==> src/rtl/mips_mem_pkg.sv <==
// mips_mem_pkg: types and constants shared by the data-memory side of the MIPS datapath.
//   MEM_AW  : byte-address width of the 128-byte data memory
//   WORD_IW : word-index width (byte address minus the two byte-offset bits)
//   MEM_DW  : data width
package mips_mem_pkg;
    localparam int MEM_AW  = 7;
    localparam int WORD_IW = MEM_AW - 2;
    localparam int MEM_DW  = 32;

    typedef struct packed {
        logic [WORD_IW-1:0] index;
        logic [MEM_DW-1:0]  data;
    } sb_entry_t;

    typedef enum logic [1:0] {REQ_IDLE, REQ_LOAD, REQ_STORE} req_kind_e;
endpackage

==> src/rtl/sb_forward_match.sv <==
// sb_forward_match: youngest-match search over the store-buffer FIFO.
//   index_i/data_i : per-slot word index and data
//   head_i/count_i : oldest slot and number of valid slots
//   key_i          : word index being loaded
//   hit_o/data_o   : some valid slot matched / data of the youngest match
module sb_forward_match
    import mips_mem_pkg::*;
#(
    parameter int DEPTH = 4,
    parameter int IW    = WORD_IW,
    parameter int DW    = MEM_DW
) (
    input  logic [DEPTH-1:0][IW-1:0]   index_i,
    input  logic [DEPTH-1:0][DW-1:0]   data_i,
    input  logic [$clog2(DEPTH)-1:0]   head_i,
    input  logic [$clog2(DEPTH+1)-1:0] count_i,
    input  logic [IW-1:0]              key_i,
    output logic                       hit_o,
    output logic [DW-1:0]              data_o
);
    localparam int PW = $clog2(DEPTH);
    localparam int CW = $clog2(DEPTH + 1);

    // Walk oldest to youngest so later matches override earlier ones.
    always_comb begin
        logic [PW-1:0] p;
        p      = '0;
        hit_o  = 1'b0;
        data_o = '0;
        for (int k = 0; k < DEPTH; k++) begin
            p = head_i + PW'(k);
            if (CW'(k) < count_i && index_i[p] == key_i) begin
                hit_o  = 1'b1;
                data_o = data_i[p];
            end
        end
    end
endmodule

==> src/rtl/store_buffer.sv <==
// store_buffer: posted-write buffer between the MIPS datapath and data memory.
//   cpu_*  : load/store requests from the CPU, cpu_rdata is combinational
//   flush  : level-sensitive drain request, stall holds the CPU
//   empty  : no stores pending
//   mem_*  : DataMemory port, shared by loads and store retirement
module store_buffer
    import mips_mem_pkg::*;
#(
    parameter int DEPTH = 4,
    parameter int AW    = MEM_AW,
    parameter int DW    = MEM_DW
) (
    input  logic          clock,
    input  logic          reset,
    input  logic [AW-1:0] cpu_addr,
    input  logic          cpu_write,
    input  logic          cpu_read,
    input  logic [DW-1:0] cpu_wdata,
    output logic [DW-1:0] cpu_rdata,
    input  logic          flush,
    output logic          stall,
    output logic          empty,
    output logic [AW-1:0] mem_addr,
    output logic          mem_write,
    output logic          mem_read,
    output logic [DW-1:0] mem_wdata,
    input  logic [DW-1:0] mem_rdata
);
    localparam int IW = AW - 2;
    localparam int PW = $clog2(DEPTH);
    localparam int CW = $clog2(DEPTH + 1);

    logic [DEPTH-1:0][IW-1:0] idx_q;
    logic [DEPTH-1:0][DW-1:0] dat_q;
    logic [PW-1:0]            head_q, head_d, tail_q, tail_d;
    logic [CW-1:0]            count_q, count_d;
    req_kind_e                kind;
    logic                     full, enq, drain, hit;
    logic [DW-1:0]            fwd_data;

    // A simultaneous read and write is treated as a read.
    assign kind  = cpu_read ? REQ_LOAD : (cpu_write ? REQ_STORE : REQ_IDLE);
    assign full  = count_q == CW'(DEPTH);
    assign empty = count_q == '0;
    assign enq   = kind == REQ_STORE && !full && !flush;
    // Loads own the memory port; every other non-enqueue cycle retires the head.
    assign drain = kind != REQ_LOAD && !empty && !enq;
    assign stall = (flush && !empty) || (kind == REQ_STORE && full);

    assign mem_write = drain;
    assign mem_read  = reset && kind == REQ_LOAD;
    assign mem_addr  = drain ? {idx_q[head_q], 2'b00} : cpu_addr;
    assign mem_wdata = drain ? dat_q[head_q] : cpu_wdata;
    assign cpu_rdata = hit ? fwd_data : mem_rdata;

    assign head_d  = head_q + PW'(drain);
    assign tail_d  = tail_q + PW'(enq);
    assign count_d = count_q + CW'(enq) - CW'(drain);

    always_ff @(posedge clock or negedge reset) begin
        if (!reset) begin
            head_q  <= '0;
            tail_q  <= '0;
            count_q <= '0;
        end else begin
            head_q  <= head_d;
            tail_q  <= tail_d;
            count_q <= count_d;
        end
    end

    always_ff @(posedge clock) begin
        if (enq) begin
            idx_q[tail_q] <= cpu_addr[AW-1:2];
            dat_q[tail_q] <= cpu_wdata;
        end
    end

    sb_forward_match #(.DEPTH(DEPTH), .IW(IW), .DW(DW)) u_match (
        .index_i (idx_q),
        .data_i  (dat_q),
        .head_i  (head_q),
        .count_i (count_q),
        .key_i   (cpu_addr[AW-1:2]),
        .hit_o   (hit),
        .data_o  (fwd_data)
    );
endmodule
==> config.mk <==
export PLATFORM = sky130hd
export DESIGN_NAME = store_buffer
export DESIGN_NICKNAME = d
export VERILOG_FILES = /design/src/rtl/mips_mem_pkg.sv /design/src/rtl/sb_forward_match.sv /design/src/rtl/store_buffer.sv
export SDC_FILE = /design/constraint.sdc
export NUM_CORES = 1
export LEC_CHECK = 0
export CORE_AREA = 2 2 155 187
export DETAILED_ROUTE_END_ITERATION = 12
export DIE_AREA = 0 0 157 189
export MAX_ROUTING_LAYER = met4
export PLACE_DENSITY = 0.71
export SYNTH_ARGS = -nofsm -noshare
export SYNTH_HDL_FRONTEND = slang
export SYNTH_SLANG_ARGS = --single-unit
==> constraint.sdc <==
create_clock -name clock -period 5.76 [get_ports clock]
set_input_delay 0.576 -clock clock [delete_from_list [all_inputs] [get_ports clock]]
set_output_delay 0.576 -clock clock [all_outputs]
set_load 0.005 [all_outputs]
Word-level counts from Yosys, hierarchy flattened:

Index checks and enable logic that the tools add are counted.

* register bits: 155
* memories kept: 0
* bits in latches: 0
* memory bits (read-only): 0
* RAM bits: 0
* output and inout bits: 75

* equality and inequality tests: 8
* bitwise logic cells: 0
* mux-type cells: 35
* magnitude comparators: 10
* div/mod/pow operators: 0
* multipliers: 0
* shift operators: 0
* reductions and logical operators: 18
* $add $sub $neg: 7

Operator list (number)
* two-way mux 32 bit: 11
* binary-select mux 32 bit (select 2 bit): 4
* bitwise mux 128 bit: 1
* demux 32 bit (select 2 bit): 1
* binary-select mux 5 bit (select 2 bit): 4
* two-way mux 5 bit: 5
* bitwise mux 20 bit: 1
* == test 5 bit: 4
* < comparator 2 x 3 -> 1 bit (second input constant): 5
* logical AND 1 bit: 12
* demux 5 bit (select 2 bit): 1
* two-way mux 7 bit: 1
* < comparator 1 x 3 -> 1 bit (first input constant): 2
* < comparator 2 x 3 -> 1 bit (first input constant): 2
* adder 2 x 1 -> 2 bit: 2
* adder 2 bit (second input constant): 2
* zero test 1 bit: 4
* two-way mux 1 bit: 4
* two-way mux 2 bit: 2
* adder 3 x 1 -> 3 bit: 1
* == test 3 bit (second input constant): 1
* zero test 3 bit: 1
* subtractor 3 x 1 -> 3 bit: 1
* adder 2 x 1 -> 2 bit (second input constant): 1
* 5 further kinds: 5

Logic depth before layout (Yosys ltp):

* depth after elaboration: 9
* mapped depth: 11
* depth with buffers taken out: 8

By module:

From an unflattened synthesis, not the netlist that was laid out.

* cells, all modules: 970
* area, all modules: 11634.9 um^2

Modules (own cells, without submodules)
* store_buffer: instances 1, cells each 305, sequential area each 4619.4 um^2, area each 6562.5 um^2
* sb_forward_match: instances 1, cells each 665, sequential area each 0.0 um^2, area each 5072.4 um^2

Worst setup path after synthesis:

No wires, ideal clock.

* path type: input port to flip-flop
* from: input port cpu_read
* to: register dat_q[32] (netlist name) (enable)
* arrival: 3.745 ns
* cell stages on the path: 4
* buffers on the path: 0
* path slack: 1.529 ns
* library setup time: 0.485 ns
* cell sequence: inv_1 nand2_1 a211o_1 nor3b_1

* word-level cells in the longest chain between the ends: 4

Ends and longest elaborated chain
* start: declaration: line store_buffer.sv:17 `input logic cpu_read,`
* two-way mux 2 bit: line store_buffer.sv:42 `assign kind = cpu_read ? REQ_LOAD : (cpu_write ? REQ_STORE : REQ_IDLE);`
* == test 2 bit: line store_buffer.sv:45 `assign enq = kind == REQ_STORE && !full && !flush;`
* logical AND 1 bit (2 in a row): line store_buffer.sv:45
* end signal: indexed assignment: line store_buffer.sv:75 `dat_q[tail_q] <= cpu_wdata;`
* end: declaration: line store_buffer.sv:34 `logic [DEPTH-1:0][DW-1:0] dat_q;`

No other way between the ends.
A chain may end at the register's enable or synchronous reset.

Worst setup path in the final report:

* from: register head_q[1]
* to: output port cpu_rdata[28]

* word-level cells in the longest chain between the ends: 9
* elaborated cells between the ends (all ways): 36

Ends and longest elaborated chain
* start: declaration: line store_buffer.sv:35 `logic [PW-1:0] head_q, head_d, tail_q, tail_d;`
* start signal: assignment: line store_buffer.sv:62 `head_q <= '0;`
* start signal: assignment: line store_buffer.sv:66 `head_q <= head_d;`
* adder 2 x 1 -> 2 bit or binary-select mux 5 bit (select 2 bit) (tied branches): line sb_forward_match.sv:31, sb_forward_match.sv:32
* binary-select mux 5 bit (select 2 bit) or two-way mux 5 bit (tied branches): line sb_forward_match.sv:32 `if (CW'(k) < count_i && index_i[p] == key_i) begin`
* two-way mux 5 bit (implied by the code) or == test 5 bit (tied branches): line sb_forward_match.sv:32
* == test 5 bit or logical AND 1 bit (tied branches): line sb_forward_match.sv:32
* logical AND 1 bit, or another cell as far along: line sb_forward_match.sv:32
* two-way mux 32 bit or two-way mux 1 bit (tied branches) (3 in a row): line sb_forward_match.sv:32
* two-way mux 32 bit *: line store_buffer.sv:54 `assign cpu_rdata = hit ? fwd_data : mem_rdata;`
* end: declaration: line store_buffer.sv:19 `output logic [DW-1:0] cpu_rdata,`

Every way passes the cells marked *; elsewhere a longest branch is shown, timed or not. The select of a mux whose other input is x is not followed.

==> impl_metrics.tcl <==
set metrics [dict create \
    critical_path_class "flip-flop to primary output" \
    dieArea_mm2 0.02967 \
    dr.pass1.iters 5 \
    dp_slack_ns 1.073 \
    wl_per_cell_um 23.10 \
    finalCriticalPeriod_ns 5.161 \
    rr_worst_depth 6 \
    post_cts.repair.setup_buffers 0 \
    ys_seq_area_share_pct 41.87 \
    run_status "complete, no violations" \
    synthCells 758 \
    cts_tree "built" \
    hold_viol_final 0 \
    drt_iter0_markers 771 \
    critical_path.max_fanout 49 \
    crit_chain "mux4_2 > xnor2_2 > nand2_1 > o2bb2ai_4 > or3_2 > a31oi_1 > clkdlybuf4s50_1" \
    power_density_mw_per_mm2 452.3 \
    gp_congestion 0.7753 \
    cp.required_ns 5.18 \
    area_growth_pct 20.23 \
    p_leak_uw 0.004102 \
    design_area_mm2 0.01326 \
    synth_seq_cells 155 \
    skew_ns 0.009688 \
    drc_errors 0 \
    cts-root-buf "clkbuf_16" \
    yosys_warnings 0 \
    setup_viol 0 \
    cts_buffers 17 \
    start_util_pct 39.76 \
    relSlewSlack_pct 20.87 \
    grt_pass1_vias 7917 \
    worstSetupEndpointType "primary output" \
    synth_edf_count 148 \
    htree_num_levels 4 \
    cpPeakStageDelay_ns 0.89 \
    worst_slew_pin_slew_ns 1.187 \
    cts_buffer_depth 2 \
    die_y_um 189 \
    regArea_mm2 0.004627 \
    grt_util_all_layers_pct 20.14 \
    fin_crit_sh_pct 89.60 \
    clkLatencyLatePin_ns 0.42 \
    placed_area_mm2 0.01265 \
    syn_nets 840 \
    multi_input_comb_area_mm2 0.005894 \
    grt_pass1_wl_um 44210 \
    hpwl_um 17730 \
    gr-total-overflow 0 \
    antenna_found_initial 2 \
    peakVddDrop_v 0.0003124 \
    fin_nets 929 \
    holdBufCountCts 0 \
    hp-class "primary input to async pin" \
    wl_um 28650 \
    setup_slack_ns 0.5990 \
    finalMaxSlewViolations 0 \
    start_kind "flip-flop" \
    io_buffer_count 150 \
    drive_above_1_share_pct 28.64 \
    ys.flop_type "edfxtp_1" \
    yosysUniqueCellTypes 39 \
    cts_resized 0 \
    rsz0062_at_grt "false" \
    via_per_inst 6.347 \
    fillCellCount 2374 \
    clock-sinks 155 \
    maxCapViolCount 0 \
    rows 67 \
    worst_ep_arrival_time_ns 4.58 \
    core_area_mm2 0.02775 \
    die_x_um 157 \
    postRouteAntennaNets 0 \
    async_flop_share_pct 4.516 \
    avgSynthCellArea_um2 14.55 \
    netlist_area_mm2 0.01103 \
    vias 7870 \
    io_pins 151 \
    clkTransAtPathRegs_ns 0.06 \
    setup-tns-final_ns 0 \
    grt_max_degree 102 \
    cpMaxStageDelayCell "dfrtp_4" \
    max_freq_mhz 193.8 \
]
==> worst max-delay path, delay by kind of cell (launching register included) <==
kind,cells,cell delay [ns]
simple gates,2,0.84
buf+inv,1,0.54
xor+xnor,1,0.79
mux,1,0.63
compound gates,2,0.46
flops,1,0.89
==> placed cells by master, fill, tap and decap left out, drive strengths merged <==
cell type,synthesis,layout
clkdlybuf4s50,0,150
a211oi,32,32
diode,0,2
mux2,37,37
fa,1,1
nor4,33,33
inv,6,6
nor3,2,2
clkinv,0,5
o311ai,32,32
mux4,148,148
bufinv,0,4
nand3,32,32
a31oi,33,33
xnor2,16,16
buf,41,16
and3,33,33
clkinvlp,0,3
nor2,6,6
nand2,38,38
o21ai,1,1
xor2,7,7
nand4,3,3
and2,3,3
or3,34,34
edfxtp,148,148
a211o,1,1
dfrtp,7,7
ha,5,5
o2bb2ai,1,1
nor3b,1,1
a21oi,1,1
clkbuf,53,19
or2,1,1
==> cell type report <==
class                           instances  area share, %
Antenna cell                            2        0.03773
Inverter                                6         0.1698
Sequential cell                       155          34.88
Timing Repair Buffer                  166          12.32
Tap cell                              379          3.575
Clock buffer                           19          3.264
Clock inverter                         12          1.311
Multi-Input combinational cell        501          44.44
==> metrics by stage <==
stage | utilization, % | total power (uW) | hold WS (ns) | std cells
finish | 47.80 | 6000 | 0.4369 | 1240
global route | 47.80 | 6356 | 0.4453 | 1240
CTS | 47.78 | 6039 | 0.4340 | 1238
detailed placement | 45.60 | 4873 | 0.5601 | 1207
global placement | 45.60 | 4836 | 0.5380 | 1207
floorplan | - | 3933 | 0.2804 | 758
==> synthesized netlist by cell type, types with 4 or more instances <==
master | instances | share of area (%)
buf_2 | 24 | 1.1
mux4_2 | 148 | 30
xor2_1 | 7 | 0.56
ha_1 | 5 | 0.57
a31oi_1 | 33 | 1.9
nor2_1 | 6 | 0.20
and3_1 | 33 | 1.9
buf_6 | 5 | 0.51
xnor2_1 | 16 | 1.3
buf_12 | 4 | 0.73
dfrtp_1 | 7 | 1.6
a211oi_1 | 32 | 2.2
edfxtp_1 | 148 | 40
nor4_1 | 32 | 1.8
inv_1 | 6 | 0.20
nand2_1 | 38 | 1.3
o311ai_1 | 32 | 2.5
mux2_2 | 37 | 3.8
nand3_1 | 32 | 1.5
buf_4 | 6 | 0.41
or3_1 | 34 | 1.9
clkbuf_1 | 51 | 1.7
==> logic make-up after synthesis <==
logic type	Yosys count	synth area share, %
AOI/OAI and AO/OA	101	6.896
DFF	155	41.87
adders and majority gates	6	0.7486
buffers and inverters	102	5.296
muxes	185	33.99
xor gates and xnor gates	23	1.826
and+or+nand+nor	186	9.368
==> report_power, final <==
group	total [uW]	switching, uW	internal [uW]
registers	1550	220	1330
clock network	1150	431	720
logic	3300	1520	1780
total	6000	2170	3830
==> worst paths after layout <==
kind,startpoint,endpoint,slack [ns]
max reg2reg,count_q[1],count_q[2],2.98
max,head_q[1],cpu_rdata[28],0.60
min in group clock,tail_q[1],tail_q[1],0.57
min reg2reg,tail_q[1],tail_q[1],0.57
max in group asynchronous,reset,head_q[1],5.02
min,reset,tail_q[0],0.44
==> state kept, by name (all words and copies together), names as in the netlist <==
register  cells
dat_q       128
idx_q        20
count_q       3
head_q        2
tail_q        2
==> metal layers <==
layer | global-route usage, % | routed length (um) | up-vias | part of all wire (%)
met3 | 3.593 | 1809 | 57 | 6.3
met2 | 33.05 | 14690 | 323 | 51
li1 | - | - | 3425 | -
met4 | 7.410 | 797 | 0 | 2.8
met5 | - | 0 | - | 0
met1 | 25.05 | 11350 | 4065 | 40
No activity file was read; power rests on OpenSTA's default activity.
